[src/rtl/sensor_stream_receiver.sv]
// -----------------------------------------------------------------------------
// sensor_stream_receiver
//
// Receiving end of a sensor row-output bus. The sensor word strobe (OUTPUT_CLK)
// and end-of-frame level (FRAME_FINISHED) are synchronised into the CLK domain
// and edge-detected. Each detected word is tagged with its row/frame position
// and pushed into a small FIFO whose head is presented on a valid/ready stream.
//
// Optional build macro: FRAME_CHECKSUM_EN
//   Adds CHECKSUM[15:0] / CHECKSUM_VALID, a per-frame sum of all accepted
//   pixels (mod 2^16), published on the frame-last write.
//
// Ports:
//   CLK             system clock, all state on rising edge
//   RESET           asynchronous active-low reset
//   OUTPUT_CLK      sensor word strobe (one word per rising edge)
//   DATA_IN         sensor word, pixel 0 in the LSBs
//   FRAME_FINISHED  sensor end-of-frame level
//   OUT_DATA        FIFO head word
//   OUT_VALID       FIFO non-empty
//   OUT_READY       downstream accept; pop on OUT_VALID && OUT_READY
//   OUT_ROW_LAST    head word is the last word of its row
//   OUT_FRAME_LAST  head word is the last word of the frame
//   OVERFLOW        sticky: a word was dropped on a full FIFO
//   FRAME_ERROR     sticky: frame boundary seen off position (0,0), or a word
//                   arrived after a completed frame before the next boundary
//   CLEAR_FLAGS     synchronous clear of OVERFLOW / FRAME_ERROR (set wins)
//   FRAME_COUNT     completed frames, wraps 255 -> 0
// -----------------------------------------------------------------------------
module sensor_stream_receiver #(
  parameter int PIXEL_ARRAY_WIDTH  = 4,
  parameter int PIXEL_ARRAY_HEIGHT = 4,
  parameter int OUTPUT_BUS_WIDTH   = 2,
  parameter int PIXEL_BITS         = 8,
  parameter int FIFO_DEPTH         = 4
) (
  input  logic                                   CLK,
  input  logic                                   RESET,
  input  logic                                   OUTPUT_CLK,
  input  logic [OUTPUT_BUS_WIDTH*PIXEL_BITS-1:0] DATA_IN,
  input  logic                                   FRAME_FINISHED,
  output logic [OUTPUT_BUS_WIDTH*PIXEL_BITS-1:0] OUT_DATA,
  output logic                                   OUT_VALID,
  input  logic                                   OUT_READY,
  output logic                                   OUT_ROW_LAST,
  output logic                                   OUT_FRAME_LAST,
  output logic                                   OVERFLOW,
  output logic                                   FRAME_ERROR,
  input  logic                                   CLEAR_FLAGS,
  output logic [7:0]                             FRAME_COUNT
`ifdef FRAME_CHECKSUM_EN
  ,
  output logic [15:0]                            CHECKSUM,
  output logic                                   CHECKSUM_VALID
`endif
);

  localparam int DW    = OUTPUT_BUS_WIDTH * PIXEL_BITS;
  localparam int WPR   = PIXEL_ARRAY_WIDTH / OUTPUT_BUS_WIDTH;
  localparam int COL_W = (WPR > 1) ? $clog2(WPR) : 1;
  localparam int ROW_W = (PIXEL_ARRAY_HEIGHT > 1) ? $clog2(PIXEL_ARRAY_HEIGHT) : 1;
  localparam int PTR_W = $clog2(FIFO_DEPTH);
  localparam int CNT_W = PTR_W + 1;

  localparam logic [COL_W-1:0] COL_MAX = COL_W'(WPR - 1);
  localparam logic [ROW_W-1:0] ROW_MAX = ROW_W'(PIXEL_ARRAY_HEIGHT - 1);
  localparam logic [CNT_W-1:0] CNT_FULL = CNT_W'(FIFO_DEPTH);

  typedef enum logic [1:0] {
    ST_SEEK = 2'd0,
    ST_RUN  = 2'd1,
    ST_DONE = 2'd2
  } state_t;

  // ---------------------------------------------------------------------------
  // Declarations
  // ---------------------------------------------------------------------------
  logic [2:0]       r_oclk_sync;
  logic [2:0]       r_ff_sync;
  logic             w_word_evt;
  logic             w_frame_evt;

  state_t           r_state;
  state_t           w_state_nxt;
  logic [COL_W-1:0] r_col;
  logic [COL_W-1:0] w_col_nxt;
  logic [ROW_W-1:0] r_row;
  logic [ROW_W-1:0] w_row_nxt;

  logic             w_accept;
  logic             w_row_last;
  logic             w_frame_last;
  logic             w_frame_err_evt;
  logic             w_done_word_err;

  logic [DW-1:0]    r_mem_data [FIFO_DEPTH];
  logic [FIFO_DEPTH-1:0] r_mem_rl;
  logic [FIFO_DEPTH-1:0] r_mem_fl;
  logic [PTR_W-1:0] r_wptr;
  logic [PTR_W-1:0] r_rptr;
  logic [CNT_W-1:0] r_count;
  logic             w_full;
  logic             w_pop;
  logic             w_wr;
  logic             w_drop;

  logic             r_overflow;
  logic             r_frame_error;
  logic [7:0]       r_frame_count;

  // ---------------------------------------------------------------------------
  // Input synchronisers: two flops for metastability, third for edge detect
  // ---------------------------------------------------------------------------
  // Shift the sensor strobe and frame level through their synchroniser chains
  always_ff @(posedge CLK or negedge RESET) begin
    if (!RESET) begin
      r_oclk_sync <= 3'b000;
      r_ff_sync   <= 3'b000;
    end else begin
      r_oclk_sync <= {r_oclk_sync[1:0], OUTPUT_CLK};
      r_ff_sync   <= {r_ff_sync[1:0], FRAME_FINISHED};
    end
  end

  assign w_word_evt  = r_oclk_sync[1] & ~r_oclk_sync[2];
  assign w_frame_evt = r_ff_sync[1] & ~r_ff_sync[2];

  // Position tags of the word arriving this cycle, from the current counters
  assign w_row_last   = (r_col == COL_MAX);
  assign w_frame_last = w_row_last && (r_row == ROW_MAX);

  // Words are only taken once a frame boundary has been seen
  assign w_accept = w_word_evt && (r_state != ST_SEEK);

  // ---------------------------------------------------------------------------
  // FSM / position counters
  // ---------------------------------------------------------------------------
  // State register and position counters
  always_ff @(posedge CLK or negedge RESET) begin
    if (!RESET) begin
      r_state <= ST_SEEK;
      r_col   <= '0;
      r_row   <= '0;
    end else begin
      r_state <= w_state_nxt;
      r_col   <= w_col_nxt;
      r_row   <= w_row_nxt;
    end
  end

  // Next state: the word (if any) is processed first with the old counters,
  // then the frame boundary rule is applied to the post-word position.
  always_comb begin
    w_state_nxt     = r_state;
    w_col_nxt       = r_col;
    w_row_nxt       = r_row;
    w_frame_err_evt = 1'b0;
    w_done_word_err = 1'b0;

    if (w_accept) begin
      w_done_word_err = (r_state == ST_DONE);
      if (w_row_last) begin
        w_col_nxt = '0;
        if (w_frame_last) begin
          w_row_nxt   = '0;
          w_state_nxt = ST_DONE;
        end else begin
          w_row_nxt = r_row + 1'b1;
        end
      end else begin
        w_col_nxt = r_col + 1'b1;
      end
    end else begin
      w_col_nxt = r_col;
    end

    if (w_frame_evt) begin
      case (w_state_nxt)
        ST_SEEK: w_state_nxt = ST_RUN;
        ST_RUN: begin
          if ((w_col_nxt != '0) || (w_row_nxt != '0)) begin
            w_frame_err_evt = 1'b1;
            w_col_nxt       = '0;
            w_row_nxt       = '0;
          end else begin
            w_frame_err_evt = 1'b0;
          end
        end
        ST_DONE: w_state_nxt = ST_RUN;
        default: w_state_nxt = ST_SEEK;
      endcase
    end else begin
      w_frame_err_evt = 1'b0;
    end
  end

  // ---------------------------------------------------------------------------
  // FIFO
  // ---------------------------------------------------------------------------
  assign w_full = (r_count == CNT_FULL);
  assign w_pop  = OUT_VALID && OUT_READY;
  // A same-cycle pop frees the slot, so a write to a full FIFO still lands
  assign w_wr   = w_accept && (!w_full || w_pop);
  assign w_drop = w_accept && w_full && !w_pop;

  // Storage: word plus its row/frame-last tags
  always_ff @(posedge CLK or negedge RESET) begin
    if (!RESET) begin
      for (int i = 0; i < FIFO_DEPTH; i++) begin
        r_mem_data[i] <= '0;
      end
      r_mem_rl <= '0;
      r_mem_fl <= '0;
    end else if (w_wr) begin
      r_mem_data[r_wptr] <= DATA_IN;
      r_mem_rl[r_wptr]   <= w_row_last;
      r_mem_fl[r_wptr]   <= w_frame_last;
    end else begin
      r_mem_rl <= r_mem_rl;
      r_mem_fl <= r_mem_fl;
    end
  end

  // Pointers and occupancy; depth is a power of two so pointers wrap naturally
  always_ff @(posedge CLK or negedge RESET) begin
    if (!RESET) begin
      r_wptr  <= '0;
      r_rptr  <= '0;
      r_count <= '0;
    end else begin
      r_wptr <= w_wr  ? r_wptr + 1'b1 : r_wptr;
      r_rptr <= w_pop ? r_rptr + 1'b1 : r_rptr;
      case ({w_wr, w_pop})
        2'b10:   r_count <= r_count + 1'b1;
        2'b01:   r_count <= r_count - 1'b1;
        default: r_count <= r_count;
      endcase
    end
  end

  assign OUT_VALID      = (r_count != '0);
  assign OUT_DATA       = r_mem_data[r_rptr];
  assign OUT_ROW_LAST   = r_mem_rl[r_rptr];
  assign OUT_FRAME_LAST = r_mem_fl[r_rptr];

  // ---------------------------------------------------------------------------
  // Status flags and frame counter
  // ---------------------------------------------------------------------------
  // Sticky flags (set beats clear) and completed-frame counter
  always_ff @(posedge CLK or negedge RESET) begin
    if (!RESET) begin
      r_overflow    <= 1'b0;
      r_frame_error <= 1'b0;
      r_frame_count <= 8'd0;
    end else begin
      if (w_drop) begin
        r_overflow <= 1'b1;
      end else if (CLEAR_FLAGS) begin
        r_overflow <= 1'b0;
      end else begin
        r_overflow <= r_overflow;
      end

      if (w_frame_err_evt || w_done_word_err) begin
        r_frame_error <= 1'b1;
      end else if (CLEAR_FLAGS) begin
        r_frame_error <= 1'b0;
      end else begin
        r_frame_error <= r_frame_error;
      end

      // A dropped frame-last word still completes the frame (alignment kept)
      if (w_accept && w_frame_last) begin
        r_frame_count <= r_frame_count + 8'd1;
      end else begin
        r_frame_count <= r_frame_count;
      end
    end
  end

  assign OVERFLOW    = r_overflow;
  assign FRAME_ERROR = r_frame_error;
  assign FRAME_COUNT = r_frame_count;

`ifdef FRAME_CHECKSUM_EN
  // ---------------------------------------------------------------------------
  // Per-frame pixel checksum
  // ---------------------------------------------------------------------------
  logic [15:0] r_cks_acc;
  logic [15:0] r_checksum;
  logic        r_checksum_valid;
  logic [15:0] w_word_sum;

  // Sum of all pixels in one bus word, mod 2^16
  function automatic logic [15:0] f_word_sum(input logic [DW-1:0] word);
    logic [15:0] s;
    s = 16'd0;
    for (int p = 0; p < OUTPUT_BUS_WIDTH; p++) begin
      s = s + 16'(word[p*PIXEL_BITS +: PIXEL_BITS]);
    end
    return s;
  endfunction

  assign w_word_sum = w_wr ? f_word_sum(DATA_IN) : 16'd0;

  // Accumulate words written in RUN; publish and restart on the frame-last word
  always_ff @(posedge CLK or negedge RESET) begin
    if (!RESET) begin
      r_cks_acc        <= 16'd0;
      r_checksum       <= 16'd0;
      r_checksum_valid <= 1'b0;
    end else begin
      r_checksum_valid <= 1'b0;
      if (w_frame_err_evt) begin
        r_cks_acc <= 16'd0;
      end else if (w_accept && w_frame_last && (r_state == ST_RUN)) begin
        r_checksum       <= r_cks_acc + w_word_sum;
        r_checksum_valid <= 1'b1;
        r_cks_acc        <= 16'd0;
      end else if (w_wr && (r_state == ST_RUN)) begin
        r_cks_acc <= r_cks_acc + w_word_sum;
      end else begin
        r_cks_acc <= r_cks_acc;
      end
    end
  end

  assign CHECKSUM       = r_checksum;
  assign CHECKSUM_VALID = r_checksum_valid;
`endif

endmodule

[config.mk]
export PLATFORM = sky130hd
export DESIGN_NAME = sensor_stream_receiver
export DESIGN_NICKNAME = d
export VERILOG_FILES = /design/src/rtl/sensor_stream_receiver.sv
export SDC_FILE = /design/constraint.sdc
export NUM_CORES = 1
export LEC_CHECK = 0
export ABC_AREA = 1
export BUFFER_PORTS_ARGS = -buffer_cell sky130_fd_sc_hd__buf_2
export CORE_MARGIN = 2
export CORE_UTILIZATION = 35
export DETAILED_ROUTE_END_ITERATION = 8
export PLACE_DENSITY = 0.5
export SETUP_SLACK_MARGIN = 0.5
export SKIP_LAST_GASP = 1
export SYNTH_ARGS = -nofsm -noshare
export SYNTH_HDL_FRONTEND = slang
export SYNTH_SLANG_ARGS = --single-unit
[constraint.sdc]
create_clock -name CLK -period 4.2 [get_ports CLK]
set_clock_uncertainty 0.05 [all_clocks]
set_input_delay 0.42 -clock CLK [delete_from_list [all_inputs] [get_ports CLK]]
set_output_delay 0.42 -clock CLK [all_outputs]
set_load 0.02 [all_outputs]
==> results.md, run 1 <==
- Die area: 14200 µm²
- Synth unique cells: 29
- Clock Latency Late Sink: 350 ps
- Arr. time, crit path: 2780 ps
- Status: completed
- Slew Limit Headroom: 0.3305
- Fin crit period: 3253 ps
- CTS Buf Count: 9
- Core area: 13090 µm²
- Slowest cell on crit path: clkinv_1
- Layout cells sized above 1: 0.1402
- Worst Path Buf+Inv: 3
- Hold-critical path endpoint: r_ff_sync[0]
- Sink Count: 100
- Family with the most delay on the worst path: buffers and inverters
- FP Rows: 42
- Register-to-register setup slack: 1510 ps
- Worst-path cell chain: buf_4 -> clkinv_1 -> o21ai_0 -> o22ai_1 -> buf_2
- Die width: 119.2 µm
- Most frequent cells in the layout: nand2_1, dfrtp_1, o21ai_0
- FF-to-FF Start: r_oclk_sync[2]
- Routed WL: 11.66 mm
- Worst hold path startpoint: FRAME_FINISHED
- DRC: 0
- Vias: 3805
- Bufs on Longest Clock Path: 2
- Wire length of the first global-routing pass: 19.13 mm
- Worst-case reg-to-reg path depth: 8
- DR vias/cell: 4.954
- Synth warn: 0
- Initial antenna violation count: 0
- WL/cell: 15.18 µm
- Die Span Y: 119.2 µm
- Grt total ovfl: 0
- Hold path cells: 1
- Top Ports: 51
- XOR/XNOR share of the synthesized area: 0.02264
- Power Density: 752.9 nW/µm²
- Crit path required time: 3730 ps
- Cells after Synth: 549
- Ant. Diodes: 0
- Syn_nets: 579
- Hold-fix buffers at CTS: 0
- Critical path type: reg -> out
- Fmax: 307.4 MHz
- R2R Path End: r_mem_rl[3]
- ANT nets after route: 0
- Crit. Startpoint: r_rptr[0]
- Max-cap violations: 0
- Largest stage delay, worst path: 900 ps
- Gates resized, CTS repair: 0
- Setup Total Neg Slack: 0 ps
- Syn Std Cell Area: 4643 µm²
- GRT Total Usage: 0.1729
- Type of element capturing the critical path: primary output
- WHS: 127.1 ps
- Crit path max fanout: 39
- Number of global-route vias before repair: 3723
- Register bit total from synthesis: 100
- DP HPWL: 7.147 mm
- RSZ-0062 raised after global routing: no
- Clock slew seen by the registers of the worst setup and hold paths: 70 ps
- Largest net degree at the start of global routing: 77
- CTS tree: yes
- Combinational family with the most area after synthesis: simple AND/OR/NAND/NOR gates
- Post-synthesis sequential area ratio: 0.5389
- Layout Nets: 617
- Hold WC Path Type: in -> reg
- CP Launch Type: flop
- Area delta synth->final: 14.82%
- H-tree levels: 3
- Post-CTS Setup Repair Bufs: 0
- Mean Syn Cell Area: 8.458 µm²
- Post-synthesis compound-gate area fraction: 0.1544
- Worst VDD drop: 243.3 µV
- Max Slew Vio Count: 0
- Initial Util: 0.3548
- Pleak: 2.655 nW
- Simple-gate portion of the synthesized area: 0.2040
- Most common cell after layout, fill and taps aside: nand2_1
- Adder-Cell Fraction of Synth Area: 0.02317
- Fin. Hold Viols: 0
- Iteration-0 DRC Markers: 349
- Mux cell area share after synthesis: 0
- Endpoints failing setup: 0
- Clock root buffer: clkbuf_16
- Detailed-router iteration count before antenna repair: 5
- Worst Tran Pin Value: 998.1 ps
- Number of I/O port buffers: 50
- Fin crit share: 0.7746
- Final Wtd Congestion: 0.7690
==> cell usage after synthesis, drive strengths merged <==
library cell | count | area (µm²)
nand2 | 174 | 665.6
o22ai | 18 | 112.6
xor2 | 7 | 61.31
nand3 | 8 | 45.04
fa | 1 | 20.02
dfrtp | 100 | 2502
buf | 14 | 98.84
a32oi | 1 | 8.760
o21ai | 104 | 520.5
nor3 | 2 | 10.01
a21oi | 3 | 15.01
and3 | 1 | 6.260
o21a | 8 | 60.06
xnor2 | 5 | 43.79
inv | 28 | 105.1
clkinv | 1 | 3.750
nor2 | 51 | 214.0
clkbuf | 15 | 56.30
ha | 7 | 87.58
or2 | 1 | 6.260
==> routing by layer <==
metal | up-vias | routed length [µm] | global-route usage
met5 | - | 0 | 0
met4 | 0 | 68 | 0.05134
met3 | 7 | 600 | 0.04837
met2 | 81 | 5644 | 0.2784
met1 | 1870 | 5347 | 0.2273
li1 | 1847 | - | -
==> registers in the layout (all words and copies together) (netlist names), 3 cells and up <==
name,count
r_count,3
FRAME_COUNT,8
r_mem_fl,4
r_oclk_sync,3
r_ff_sync,3
r_mem_data,64
r_mem_rl,4
==> worst max-delay path by stage <==
stage | endpoint | cells after the start
after floorplan | r_count[2] | 11
after global placement | OUT_DATA[9] | 5
after detailed placement | OUT_DATA[15] | 5
after CTS | OUT_DATA[15] | 5
after global routing | OUT_FRAME_LAST | 5
final | OUT_DATA[15] | 5
==> layout make-up <==
class,instances,area (µm²)
Tap cell,176,220.2
Timing Repair Buffer,56,297.8
Sequential cell,100,2502
Multi-Input combinational cell,391,1877
Inverter,29,108.9
Clock inverter,6,86.33
Clock buffer,10,239.0
Fill cell,1368,7754
==> power breakdown <==
group / internal (mW) / switching [mW]
registers: 1.33 / 0.210
logic: 0.508 / 1.06
clock network: 0.538 / 0.365
total: 2.38 / 1.64
==> logic make-up (layout without fill, tap and decap cells) <==
| family | count (synthesis) | after routing |
|---|---|---|
| compound gates | 134 | 134 |
| xor+xnor | 12 | 12 |
| fa+ha+maj | 8 | 8 |
| buf+inv | 58 | 101 |
| flops | 100 | 100 |
| simple gates | 237 | 237 |
==> worst register-to-register path, delay by kind of cell (launching register included) <==
kind                   cells  cell delay (ps)
AOI/OAI and AO/OA          1              100
buffers and inverters      2              400
DFF                        1              370
and+or+nand+nor            5             1650
==> metrics by stage <==
stage | power, mW | utilization | cells | setup WS, ps | area, µm²
after floorplan | 2.617 | - | 549 | 2112 | 4643
after global placement | 3.100 | 0.3826 | 752 | 1392 | 5006
after detailed placement | 3.151 | 0.3826 | 752 | 1279 | 5006
after CTS | 4.079 | 0.4074 | 768 | 890.0 | 5331
after global routing | 4.327 | 0.4074 | 768 | 645.1 | 5331
final | 4.014 | 0.4074 | 768 | 946.7 | 5331
Power figures use the tool's default switching activity.
==> run 2, diff against run 1 <==
- ABC_AREA: 1 -> 0
- clock period: 4.2 -> 3.4 ns (I/O delays scaled with it)
==> run 2 against run 1 <==
  * Synthesized cell count decreased by 48%
  * Core utilization about the same
  * Critical endpoint is now OUT_ROW_LAST
  * Setup slack got worse by 33 ps
  * Largest power group is now registers
  * Cell count decreased by 33%
  * Critical path depth decreased by 2
  * Combinational power increased by 18%
  * Global-route usage decreased by 4.0 points
  * Register-to-register slack got worse by 520 ps
  * Die area about the same
  * Sequential share of layout area decreased by 0.055 points
==> results.md, run 2 <==
- Post-route cell area: 5338 µm² (+0.12%)
- ANT nets after route: 0 (unchanged)
- CTS tree: yes
- Clock slew seen by the registers of the worst setup and hold paths: 70 ps (about the same)
- Slowest cell on crit path: dfrtp_1
- Grt total ovfl: 0 (unchanged)
- Ant. Diodes: 0 (unchanged)
- WL/cell: 16.63 µm (+9.5%)
- Vias: 2492 (-35%)
- H-tree levels: 3 (unchanged)
- Biggest area consumer among synthesized cells: dfrtp_1
- Crit path max fanout: 11 (-72%)
- Post-CTS Setup Repair Bufs: 0 (unchanged)
- Clock root buffer: clkbuf_16
- Number of flip-flops in the largest register: 64 (unchanged)
- WHS: 46.30 ps (-80.79 ps)
- Worst Tran Pin Value: 1016 ps (+18.01 ps)
- Worst Path Buf+Inv: 2 (-1)
- Pint: 3.371 mW (+42%)
- Sink Count: 100 (unchanged)
- Count leader, synth: dfrtp_1
- Crit path required time: 3010 ps (-720 ps)
- Iteration-0 DRC Markers: 131 (-62%)
- Slew Limit Headroom: 0.3226 (-0.007894)
- Die width: 119.2 µm (about the same)
- Family with the most delay on the worst path: flip-flops
- Mean Syn Cell Area: 16.30 µm² (+93%)
- Arr. time, crit path: 2100 ps (-680 ps)
- NetSw: 1.562 mW (-4.5%)
- DP HPWL: 5.443 mm (-24%)
- Detailed-router iteration count before antenna repair: 4 (-1)
- Number of synthesized flops with an enable pin: 0 (unchanged)
- Area post-placement: 5024 µm² (+0.35%)
- Layout Nets: 367 (-41%)
- RSZ-0062 raised after global routing: no
- Gates resized, CTS repair: 0 (unchanged)
- Syn_nets: 315 (-46%)
- Syn Std Cell Area: 4644 µm² (about the same)
- Initial antenna violation count: 0 (unchanged)
- Clock Power Share: 0.221 (-0.004)
- GRT Total Usage: 0.1330 (-0.03990)
- Biggest register: r_mem_data
- Total power: 4.933 mW (+23%)
- Area delta synth->final: 14.92% (about the same)
- Sw Share: 0.3166 (-0.09077)
- DR vias/cell: 4.820 (-2.7%)
- Post-synthesis sequential area ratio: 0.5388 (about the same)
- Pleak: 2.519 nW (-5.1%)
- Routed WL: 8.597 mm (-26%)
- Fmax: 402.3 MHz
- Fin crit share: 0.7312
- Clock Latency Late Sink: 340 ps (about the same)
- FILL cells: 1239 (-9.4%)
- Core area: 13090 µm² (unchanged)
- Critical path type: reg -> out
- Register bit total from synthesis: 100 (unchanged)
- Status: completed
- Synth warn: 0 (unchanged)
- Most common cell after layout, fill and taps aside: dfrtp_1
- Hold WC Path Type: in -> reg
- Main flop type after synthesis: dfrtp_1
- Type of element capturing the critical path: primary output
- DRC: 0 (unchanged)
- Worst-path cell chain: buf_12 -> mux4_2 -> buf_2
- Power Density: 924.1 nW/µm² (+23%)
- Most frequent cells in the layout: dfrtp_1, buf_2, mux2_4
- Setup Total Neg Slack: 0 ps (unchanged)
- Worst VDD drop: 263.1 µV (+8.2%)
- Number of I/O port buffers: 50 (unchanged)
- Max Slew Vio Count: 0 (unchanged)
- Post-synth ARST share: 1.000 (unchanged)
- Cells after Synth: 285 (-48%)
- Max-cap violations: 0 (unchanged)
- FP Rows: 42 (unchanged)
- Fin. Hold Viols: 0 (unchanged)
- Synth unique cells: 39 (+34%)
- Fin crit period: 2486 ps
- Layout cells sized above 1: 0.4956 (+0.3554)
- Final Wtd Congestion: 0.7198 (-6.4%)
- Die area: 14210 µm² (about the same)
- Top Ports: 51 (unchanged)
- CTS Buf Count: 9 (unchanged)
- Largest net degree at the start of global routing: 68 (-12%)
- Number of global-route vias before repair: 2620 (-30%)
- Wire length of the first global-routing pass: 14.43 mm (-25%)
- Combinational power share: 0.376 (-0.015)
- CP Launch Type: flop
- Hold-fix buffers at CTS: 0 (unchanged)
- Bufs on Longest Clock Path: 2 (unchanged)
- Endpoints failing setup: 0 (unchanged)
- Synth cell count leaders: dfrtp_1, mux2_4, mux2_2, mux4_2, xnor2_1
- Initial Util: 0.3549 (about the same)
- Largest stage delay, worst path: 800 ps (-100 ps)
- Sequential Power Share: 0.403 (+0.019)
- Yosys top cell area share: 0.5388 (about the same)
- Die Span Y: 119.2 µm (about the same)
- Synth top area cells: dfrtp_1, mux2_4, mux4_2
[run 2: cell count changes after synthesis, moves of 5 or more]
cell and change:
buf_12 +5, buf_2 -5, clkbuf_1 -11, inv_1 -19, mux2_2 +34, mux2_4 +40
mux4_2 +18, nand2_1 -163, nor2_1 -42, o21a_1 -8, o21ai_0 -97, o22ai_1 -17
[run 2: final timing paths]
| check | slack [ps] | cells past startpoint | to | start |
|---|---|---|---|---|
| worst min register to register | 300 | 0 | r_oclk_sync[1] | r_oclk_sync[0] |
| worst max-delay path | 910 | 3 | OUT_ROW_LAST | r_rptr[0] |
| worst min-delay path | 50 | 1 | r_ff_sync[0] | FRAME_FINISHED |
| min in group asynchronous | 60 | 1 | r_mem_data[33] | RESET |
| max in group asynchronous | 2440 | 2 | r_mem_data[8] | RESET |
| worst max register to register | 990 | 9 | r_count[2] | r_count[0] |
[run 2: metal layers]
| metal | vias to the layer above | global-route usage | routed length, µm |
|---|---|---|---|
| li1 | 1131 | - | - |
| met1 | 1303 | 0.1799 | 4079 |
| met2 | 47 | 0.2069 | 4052 |
| met3 | 11 | 0.03688 | 344 |
| met4 | 0 | 0.04464 | 120 |
| met5 | - | 0 | 0 |
[run 2: kinds of logic after synthesis]
group,synth area share
xor+xnor,0.02640
simple gates,0.06358
compound gates,0.01266
mux,0.3012
buf+inv,0.03421
fa+ha+maj,0.02317
flops,0.5388
[run 2: area by class of cell]
class	count	area, µm²	area share
Inverter	8	30.03	0.005626
Sequential cell	100	2502	0.4688
Clock inverter	6	88.84	0.01664
Timing Repair Buffer	53	287.8	0.05391
Clock buffer	9	225.2	0.04219
Tap cell	176	220.2	0.04126
Multi-Input combinational cell	165	1983	0.3715
[run 2: worst register-to-register path: cells and delay by family (launching register included)]
family,cells,cell delay (ps)
buffers and inverters,2,140
adders and majority gates,2,530
DFF,1,410
and+or+nand+nor,3,910
xor gates and xnor gates,2,300
[run 2: power groups by stage]
stage | Clock [mW] | Combinational (mW) | Sequential (mW)
6_report | 1.09 | 1.85 | 1.99
4_1_cts | 1.13 | 1.89 | 1.99
3_3_place_gp | 0 | 1.86 | 2.00
3_5_place_dp | 0 | 1.89 | 2.01
5_1_grt | 1.17 | 2.00 | 2.06
2_1_floorplan | 0 | 1.57 | 1.84
[run 2: through the flow]
step                      cells  utilization  setup WS, ps
after floorplan             285            -          1027
after global placement      502       0.3839          1014
after detailed placement    502       0.3839         968.8
after CTS                   517       0.4079         837.7
after global routing        517       0.4079         775.2
final                       517       0.4079         914.1
==> run 3, diff against run 2 <==
- clock period: 3.4 -> 2.5 ns (I/O delays scaled with it)
==> run 3 against run 2 <==
  * First-iteration DRC count down 14%
  * Critical endpoint is now r_count[2]
  * Clock power increased by 37%
  * Power up 40%
  * Register-to-register slack lost 660 ps
  * Combinational power is 52% higher
  * Routed wire length is 8.5% higher
  * Largest cell class unchanged
  * Sequential cell count stayed put
  * Worst hold slack improved by 24 ps
  * Design area rose by 3.8%
  * Via count is 2.4% higher
  * Largest power group is now combinational cells
==> results.md, run 3 (synthesis gave the netlist of run 2 again) <==
- Most frequent cells in the layout: dfrtp_1, buf_2, mux2_4
- Layout cells sized above 1: 0.5211 (+0.02553)
- Sequential Power Share: 0.376 (-0.027)
- Hold WC Path Type: in -> reg
- Wire length of the first global-routing pass: 15.45 mm (+7.1%)
- Largest stage delay, worst path: 520 ps (-280 ps)
- Core area: 13090 µm² (unchanged)
- Most common cell after layout, fill and taps aside: dfrtp_1
- CP Launch Type: flop
- Worst setup margin: 329.8 ps (-584.3 ps)
- Number of global-route vias before repair: 2736 (+4.4%)
- CP most frequent cell: xor2_1
- Die width: 119.2 µm (unchanged)
- Fin. Hold Viols: 0 (unchanged)
- FP Rows: 42 (unchanged)
- Die area: 14210 µm² (unchanged)
- NetSw: 2.248 mW (+44%)
- Hold path cells: 2 (+1)
- DRC: 0 (unchanged)
- GRT Total Usage: 0.1429 (+0.009963)
- DR vias/cell: 4.806 (-0.29%)
- Fin crit period: 2170 ps
- Max-cap violations: 0 (unchanged)
- Vias: 2552 (+2.4%)
- Status: completed
- Number of flip-flops in the largest register: 64 (unchanged)
- Ant. Diodes: 0 (unchanged)
- Power Density: 1248 nW/µm² (+35%)
- Pint: 4.668 mW (+38%)
- Area delta synth->final: 19.34%
- Setup Total Neg Slack: 0 ps (unchanged)
- Clock Latency Late Sink: 340 ps (about the same)
- Routed WL: 9.332 mm (+8.5%)
- Arr. time, crit path: 2390 ps (+290 ps)
- Type of element capturing the critical path: flop
- Sink Count: 100 (unchanged)
- Number of I/O port buffers: 50 (unchanged)
- Initial Util: 0.3549 (unchanged)
- Worst-case reg-to-reg path depth: 9 (unchanged)
- Endpoints failing setup: 0 (unchanged)
- Final Wtd Congestion: 0.6813 (-5.3%)
- Pre-CTS setup slack: 287.6 ps (-681.2 ps)
- Worst VDD drop: 585.5 µV (+120%)
- CTS Buf Count: 9 (unchanged)
- Combinational power share: 0.408 (+0.032)
- Die Span Y: 119.2 µm (unchanged)
- Top Ports: 51 (unchanged)
- Layout Nets: 380 (+3.5%)
- Slowest cell on crit path: or4b_4
- Clock root buffer: clkbuf_16
- CTS tree: yes
- Worst Tran Pin Value: 626.9 ps (-389.2 ps)
- Grt total ovfl: 0 (unchanged)
- Biggest register: r_mem_data
- Critical path type: reg -> reg
- Detailed-router iteration count before antenna repair: 4 (unchanged)
- Initial antenna violation count: 0 (unchanged)
- Crit path required time: 2720 ps (-290 ps)
- Bufs on Longest Clock Path: 2 (unchanged)
- Clock Power Share: 0.216 (-0.005)
- Slew Limit Headroom: 0.5821 (+0.2595)
- Fmax: 460.8 MHz
- ANT nets after route: 0 (unchanged)
- Iteration-0 DRC Markers: 113 (-14%)
- Largest net degree at the start of global routing: 41 (-40%)
- Worst-path cell chain: or4b_4 -> and3_4 -> inv_4 -> ha_4 -> inv_2 -> fa_2 -> xor2_1 -> nor2_1 -> xor2_1
- Pleak: 2.600 nW (+3.2%)
- H-tree levels: 3 (unchanged)
- Sw Share: 0.3251 (+0.008473)
- Fin crit share: 0.8681
- Max Slew Vio Count: 0 (unchanged)
- WL/cell: 17.57 µm (+5.7%)
- RSZ-0062 raised after global routing: yes
- Clock slew seen by the registers of the worst setup and hold paths: 70 ps (about the same)
- DP HPWL: 5.553 mm (+2.0%)
- Crit path max fanout: 3 (-8)
-- run 3: what timing repair did --
item                                   in CTS  in global routing
buffers inserted                            1                  1
pin swaps                                   8                  0
setup endpoints to repair                  92                 93
endpoints found under the hold margin      40                  0
gates cloned                                6                  0
hold buffers                                3                  0
resized for setup                           6                  1
-- run 3: final cells by class --
type	instances	area (µm²)
Inverter	8	32.53
Timing Repair Buffer	60	360.3
Tap cell	176	220.2
Multi-Input combinational cell	171	2105
Clock inverter	2	38.79
Sequential cell	100	2502
Clock buffer	14	284.0
Fill cell	1209	7542
-- run 3: through the flow --
step | area [µm²] | std cells | hold slack (ps) | power (mW) | utilization
after floorplan | 4662 | 285 | -95.59 | 4.655 | -
after global placement | 5069 | 504 | 226.6 | 5.297 | 0.3874
after detailed placement | 5069 | 504 | 227.7 | 5.345 | 0.3874
after CTS | 5534 | 530 | 57.73 | 7.017 | 0.4229
after global routing | 5543 | 531 | 80.40 | 7.325 | 0.4236
final | 5543 | 531 | 70.60 | 6.916 | 0.4236
-- run 3: path summary, 6_finish.rpt --
check / slack [ps] / from / end
setup / recovery: 330 / r_count[1] / r_count[2]
hold / removal: 70 / CLEAR_FLAGS / OVERFLOW
setup reg to reg: 330 / r_count[1] / r_count[2]
hold reg to reg: 300 / r_ff_sync[0] / r_ff_sync[1]
max in group asynchronous: 1280 / RESET / r_count[1]
min in group asynchronous: 380 / RESET / r_mem_data[34]
-- run 3: critical path, delay by kind of cell (launching register included) --
kind	cells	cell delay, ps
fa+ha+maj	2	450
flops	1	390
xor+xnor	2	300
buf+inv	2	90
simple gates	3	820
-- run 3: per-layer routing --
layer	vias to the layer above	wire, µm	global-route usage
met1	1335	4482	0.1991
met5	-	0	0
met4	0	135	0.04464
li1	1168	-	-
met3	10	338	0.03688
met2	39	4376	0.2195
-- run 3: power by group through the flow --
stage | clock (mW) | combinational [mW] | sequential [mW]
finish | 1.49 | 2.82 | 2.60
global placement | 0 | 2.70 | 2.60
global route | 1.60 | 3.04 | 2.68
floorplan | 0 | 2.16 | 2.50
CTS | 1.55 | 2.87 | 2.60
detailed placement | 0 | 2.72 | 2.62
